<file path="src/rtl/nx_fifo_ctrl_1ar1w.sv">
// FIFO controller for an external 1-read/1-write RAM with a registered output stage.
// Capacity is DEPTH words in the RAM plus one word held in rd_data.
module nx_fifo_ctrl_1ar1w #(
    parameter int WIDTH = 64,
    parameter int DEPTH = 256,
    localparam int AW = (DEPTH > 1) ? $clog2(DEPTH) : 1,
    localparam int LW = $clog2(DEPTH + 2)
) (
    input  logic             clk,
    input  logic             rst,
    input  logic             flush,
    input  logic             wr_valid,
    output logic             wr_ready,
    input  logic [WIDTH-1:0] wr_data,
    output logic             rd_valid,
    input  logic             rd_ready,
    output logic [WIDTH-1:0] rd_data,
    output logic [LW-1:0]    level,
    output logic [AW-1:0]    ram_ra,
    input  logic [WIDTH-1:0] ram_dout,
    output logic             ram_web,
    output logic [AW-1:0]    ram_wa,
    output logic [WIDTH-1:0] ram_din,
    output logic [WIDTH-1:0] ram_bwe
);

    localparam int CW = $clog2(DEPTH + 1);

    logic [AW-1:0] wptr;
    logic [AW-1:0] rptr;
    logic [CW-1:0] ram_cnt;
    logic          push;
    logic          load;
    logic          pop;

    function automatic logic [AW-1:0] next_ptr(input logic [AW-1:0] p);
        return (p == AW'(DEPTH - 1)) ? '0 : p + 1'b1;
    endfunction

    // Space is judged on the registered count only, so a pop never frees a slot in the same cycle.
    assign wr_ready = !rst && !flush && (ram_cnt < CW'(DEPTH));
    assign push     = wr_valid && wr_ready;
    assign pop      = rd_valid && rd_ready;
    assign load     = !flush && (ram_cnt != '0) && (!rd_valid || rd_ready);

    assign ram_web  = !push;
    assign ram_wa   = wptr;
    assign ram_din  = wr_data;
    assign ram_bwe  = '1;
    assign ram_ra   = rptr;

    assign level    = LW'(ram_cnt) + LW'(rd_valid);

    // NOTE: state uses non-blocking assignments so every register samples pre-edge values.
    always_ff @(posedge clk or posedge rst) begin
        if (rst) begin
            wptr     <= '0;
            rptr     <= '0;
            ram_cnt  <= '0;
            rd_valid <= 1'b0;
            rd_data  <= '0;
        end else if (flush) begin
            wptr     <= '0;
            rptr     <= '0;
            ram_cnt  <= '0;
            rd_valid <= 1'b0;
        end else begin
            if (push) begin
                wptr <= next_ptr(wptr);
            end
            if (load) begin
                rptr     <= next_ptr(rptr);
                rd_data  <= ram_dout;
                rd_valid <= 1'b1;
            end else if (pop) begin
                rd_valid <= 1'b0;
            end
            case ({push, load})
                2'b10:   ram_cnt <= ram_cnt + 1'b1;
                2'b01:   ram_cnt <= ram_cnt - 1'b1;
                default: ram_cnt <= ram_cnt;
            endcase
        end
    end

endmodule

</file>
<file path="config.mk">
export PLATFORM = sky130hd
export DESIGN_NAME = nx_fifo_ctrl_1ar1w
export DESIGN_NICKNAME = d
export VERILOG_FILES = /design/src/rtl/nx_fifo_ctrl_1ar1w.sv
export SDC_FILE = /design/constraint.sdc
export NUM_CORES = 1
export LEC_CHECK = 0
export CAP_MARGIN = 20
export CORE_AREA = 2 2 138 140
export DETAILED_ROUTE_END_ITERATION = 8
export DIE_AREA = 0 0 140 142
export PLACE_DENSITY = 0.73
export SLEW_MARGIN = 20
export SYNTH_ARGS = -nofsm -noshare
export SYNTH_HDL_FRONTEND = slang
export SYNTH_SLANG_ARGS = --single-unit
</file>
<file path="constraint.sdc">
create_clock -name clk -period 3.7 [get_ports clk]
set_input_delay 0.74 -clock clk [delete_from_list [all_inputs] [get_ports clk]]
set_output_delay 0.74 -clock clk [all_outputs]
set_load 0.05 [all_outputs]
</file>
; ---- Yosys cells after proc, flatten, opt, wreduce, memory -nomap -nowiden
; Cells that the tools add are included.
[totals]
rom_bits = 0
word_cells = 44
mem_bits_rw = 0
memories = 0
input_bits = 133
latchBits = 0
reg_bits = 90
out_inout_bits = 220
[classes]
n_lt_le_gt_ge = 1
multipliers = 0
eq_ne = 4
n_div = 0
n_reduce_logical = 17
shift = 0
addsub = 5
n_mux = 11
bitwise = 1
[op_table]
columns = op, n
row1 = $mux 8, 6
row2 = $pmux 9 s2, 1
row3 = $add 8x1->8 const B, 2
row4 = $eq 8x8->1 const B, 2
row5 = $add 9x1->9, 1
row6 = $add 9x1->9 const B, 1
row7 = $lt 9x9->1 const B, 1
row8 = $mux 9, 1
row9 = $reduce_bool 9->1, 1
row10 = $sub 9x1->9 const B, 1
row11 = $logic_and 1x1->1, 6
row12 = $reduce_bool 3->1, 2
row13 = $logic_not 1->1, 4
row14 = $reduce_bool 2->1, 2
row15 = $mux 1, 3
row16 = $eq 2x1->1 const B, 1
row17 = $eq 2x2->1 const B, 1
row18 = $reduce_and 2->1, 1
row19 = $logic_or 1x1->1, 1
row20 = $not 1->1, 1

; ---- Longest topological paths before layout
; Gate-level depths: netlist of the first run.
[depth]
depth_word = 7
mapped_depth = 10
depth_no_buf = 9

; ---- Worst setup path after synthesis of the first run
; Ideal clock, no wire load.
[synth_timing]
kind = input -> output
start = input port flush
end = output port wr_ready
slack_ns = 0.766
stages = 3
path_buffers = 2
arrival_ns = 2.194
path_cell_list = clkbuf_1 clkbuf_1 nor3_1
[synth_between]
elab_chain_cells = 3
[synth_rtl]
columns = item, line
row1 = "start, declared", 11  ; input logic flush,
row2 = $logic_not 1->1, 41  ; assign wr_ready = !rst && !flush && (ram_cnt < CW'(DEPTH));
row3 = $logic_and 1x1->1 (2 in series), 41
row4 = "end, declared", 13  ; output logic wr_ready,
; Every way passes these cells.

; ---- Final worst setup path of the first run
[layout_timing]
start = register ram_cnt[0]
end = output port level[8]
[layout_between]
elab_chain_cells = 1
[layout_rtl]
columns = item, line
row1 = "start, declared", 31  ; logic [CW-1:0] ram_cnt;
row2 = "start signal, assigned", 79  ; 2'b10: ram_cnt <= ram_cnt + 1'b1;
row3 = "start signal, assigned", 80  ; 2'b01: ram_cnt <= ram_cnt - 1'b1;
row4 = "start signal, assigned", 81  ; default: ram_cnt <= ram_cnt;
row5 = $add 9x1->9, 52  ; assign level = LW'(ram_cnt) + LW'(rd_valid);
row6 = "end, declared", 18  ; output logic [LW-1:0] level,
; Every way passes these cells.

==> summary.md, run 1 <==
| Metric | Value |
|---|---|
| Maximum VDD drop | `about 0.4 mV` |
| Initial antenna violation count | `0` |
| Root Driver | `clkbuf_16` |
| Synth Instances | `about 600` |
| Final Hold Viols | `0` |
| CTS tree | `built` |
| Worst Path Arrival | `between 2 and 3 ns` |
| Max H-tree Level | `3` |
| Total grt overflow | `0` |
| DRT Wirelength | `~13,000 um` |
| Most common cell after layout, fill and taps aside | `nand2_1` |
| WHS | `0.470 ns` |
| GPL Wtd Cong | `between 0.8 and 0.9` |
| # nets final | `approximately 840` |
| Detailed Place HPWL | `~9300 um` |
| # diodes | `0` |
| Fin crit period | `about 3.3 ns` |
| Period utilization | `0.882` |
| Fin cells | `930` |
| Starting Density | `0.279` |
| Prevailing post-synth register cell | `dfrtp_1` |
| Most frequent cells in the layout | `215 x nand2_1, 158 x clkdlybuf4s50_1, 90 x dfrtp_1` |
| Critical path startpoint category | `flip-flop` |
| Tot GR Track Use | `0.127` |
| Skew-Pair Late Insertion Delay | `between 0.3 and 0.4 ns` |
| Num CTS Buffers | `9` |
| Syn Std Cell Area | `~5200 um^2` |
| RSZ-0062 raised after global routing | `false` |
| Setup crit end kind | `output port` |
| Max-Slew Margin vs Limit | `0.597` |
| Finished Core Util | `0.360` |
| Die Width | `between 100 and 150 um` |
| Crit path max fanout | `6` |
| Port bufs | `between 150 and 200` |
| Setup-failing EPs final | `0` |
| Number of distinct library cells after synthesis | `44` |
| EDFF count, synth | `0` |
| Post-DR vias/cell | `4.26` |
| Clock Skews | `~0.012 ns` |
| Area delta synth->final | `28.7%` |
| Core Region | `18,500 um^2` |
| Share of cells above drive strength 1 | `0.0532` |
| Io pins | `353` |
| Post-place instance area | `around 6400 um^2` |
| Hold crit path type | `flip-flop to flip-flop` |
| Status | `finished with violations` |
| First-pass GRT wire length | `19,500 um` |
| First-pass DRT Iterations | `8` |
| Tightest Pin Transition | `around 0.6 ns` |
| Setup TNS | `0 ns` |
| Hold Buf Count CTS | `0` |
| CP Class | `flip-flop to output port` |
| Final-report max-slew violation count | `0` |
| DRC | `22` |
| Fin area | `between 6000 and 7000 um^2` |
| Ys Warns | `0` |
| Largest net degree at the start of global routing | `about 50` |
| Worst Path Required | `a little under 3 ns` |
| Cts repair resizes | `0` |
| Post-route ant nets | `0` |
| Setup bufs post-CTS | `0` |
| Pwr Density | `just over 900 nW/um^2` |
| Post-Place Cells | `between 900 and 1,000` |
| Vias post-DR | `3,964` |
| DRT iter0 DRCs | `approximately 170` |
| Max_cap viols | `0` |
| Seq/Total Area, Yosys | `0.437` |
| Floorplan row count | `50` |
| Lkg Pwr | `roughly 3.2 nW` |
| Post-synthesis register bit count | `90` |
| Post-DR wirelength/cell | `around 14 um` |
| Clock tree buffer depth | `2` |
| Full die area | `19,900 um^2` |
| Vias in the first global route | `3,684` |
| Mean Syn Cell Area | `just under 9 um^2` |
| Failing checks | `design-rule violations` |
| FILL cells | `around 1,900` |
| Async S/R FF share, synth | `1.00` |
| Clock sink count | `90` |
| Max Freq | `306 MHz` |
| Vert. Die Dim | `142 um` |
| Worst-path clk slew | `0.07 ns` |
## state kept, by name, summed over array words and instances, names as in the netlist
name,flops
rd_valid,1
ram_wa,8
ram_ra,8
ram_cnt,9
rd_data,64
## worst paths after layout
kind                                         start                 endpoint  slack [ns]  cells after the start
hold reg to reg            rd_data[23]$_DFFE_PP0P_  rd_data[23]$_DFFE_PP0P_        0.47                      2
setup reg to reg            ram_cnt[4]$_DFFE_PP0P_   ram_cnt[8]$_DFFE_PP0P_        0.70                      9
max in group asynchronous                      rst  rd_data[35]$_DFFE_PP0P_        2.10                      3
hold / removal             rd_data[23]$_DFFE_PP0P_  rd_data[23]$_DFFE_PP0P_        0.47                      2
setup / recovery            ram_cnt[0]$_DFFE_PP0P_                 level[8]        0.44                      5
min in group asynchronous                      rst   ram_cnt[8]$_DFFE_PP0P_        0.92                      2
## synth_stat cells, types with 4 or more instances
master / instances / share of area
nor3_1: 4 / 0.0039
buf_4: 129 / 0.19
a211oi_1: 4 / 0.0058
a21oi_1: 16 / 0.016
o21ai_0: 8 / 0.0078
xor2_1: 11 / 0.019
nand4_1: 6 / 0.0073
nand3_1: 6 / 0.0058
nand2_1: 216 / 0.16
and3_1: 5 / 0.0061
clkbuf_1: 10 / 0.0073
dfrtp_1: 90 / 0.44
xnor2_1: 9 / 0.015
buf_2: 7 / 0.0068
ha_1: 11 / 0.027
nor2_1: 21 / 0.015
## worst max-delay path: stages (launching register included)
cell             delay (ns)
dfrtp_1                0.50
ha_1                   0.29
ha_1                   0.25
nand4_1                0.14
xnor2_1                0.17
clkdlybuf4s50_1        0.82
## layout make-up
| cell class | instances | area, um^2 | area share |
|---|---|---|---|
| timing repair buffer | 168 | 1690 | 0.255 |
| clock buffer | 11 | 243 | 0.0366 |
| inverter | 3 | 13.8 | 0.00207 |
| sequential | 90 | 2250 | 0.339 |
| clock inverter | 5 | 40.0 | 0.00603 |
| tap | 234 | 293 | 0.0441 |
| multi-input combinational | 419 | 2100 | 0.317 |
## metrics by stage
step | setup slack (ns) | total power, mW
finish | 0.437 | 6.09
detailed placement | 0.223 | 5.25
CTS | 0.394 | 6.17
global placement | 0.271 | 5.21
global route | 0.290 | 6.45
floorplan | 0.625 | 4.30
## routing by layer
| layer | share of wire | GRT usage |
|---|---|---|
| met1 | 0.41 | 0.147 |
| met2 | 0.48 | 0.206 |
| met3 | 0.086 | 0.0498 |
| met4 | 0.032 | 0.0617 |
| met5 | 0 | 0 |
## power by group
part | total [mW] | switching [mW] | internal [mW]
clock network | 0.881 | 0.404 | 0.477
logic | 3.57 | 2.43 | 1.14
registers | 1.64 | 0.274 | 1.37
## logic make-up after synthesis
group / Yosys count / synth area share
and+or+nand+nor: 271 / 0.219
DFF: 90 / 0.437
adders and majority gates: 12 / 0.0306
muxes: 3 / 0.00583
xor gates and xnor gates: 22 / 0.0403
buffers and inverters: 149 / 0.204
other: 1 / 0.000727
AOI/OAI and AO/OA: 47 / 0.0629
No activity file was read; power rests on OpenSTA's default activity.
==> inputs of run 2 (changes only) <==
- SKIP_LAST_GASP: not set -> 1
==> results of run 2 <==
The final DEF is identical to that of run 1; final timing and power are the same.
==> inputs of run 3 (changes only) <==
- GPL_ROUTABILITY_DRIVEN: not set -> 1
- SKIP_CTS_REPAIR_TIMING: not set -> 1
==> results of run 3 <==
The final DEF is identical to that of run 1; final timing and power are the same.
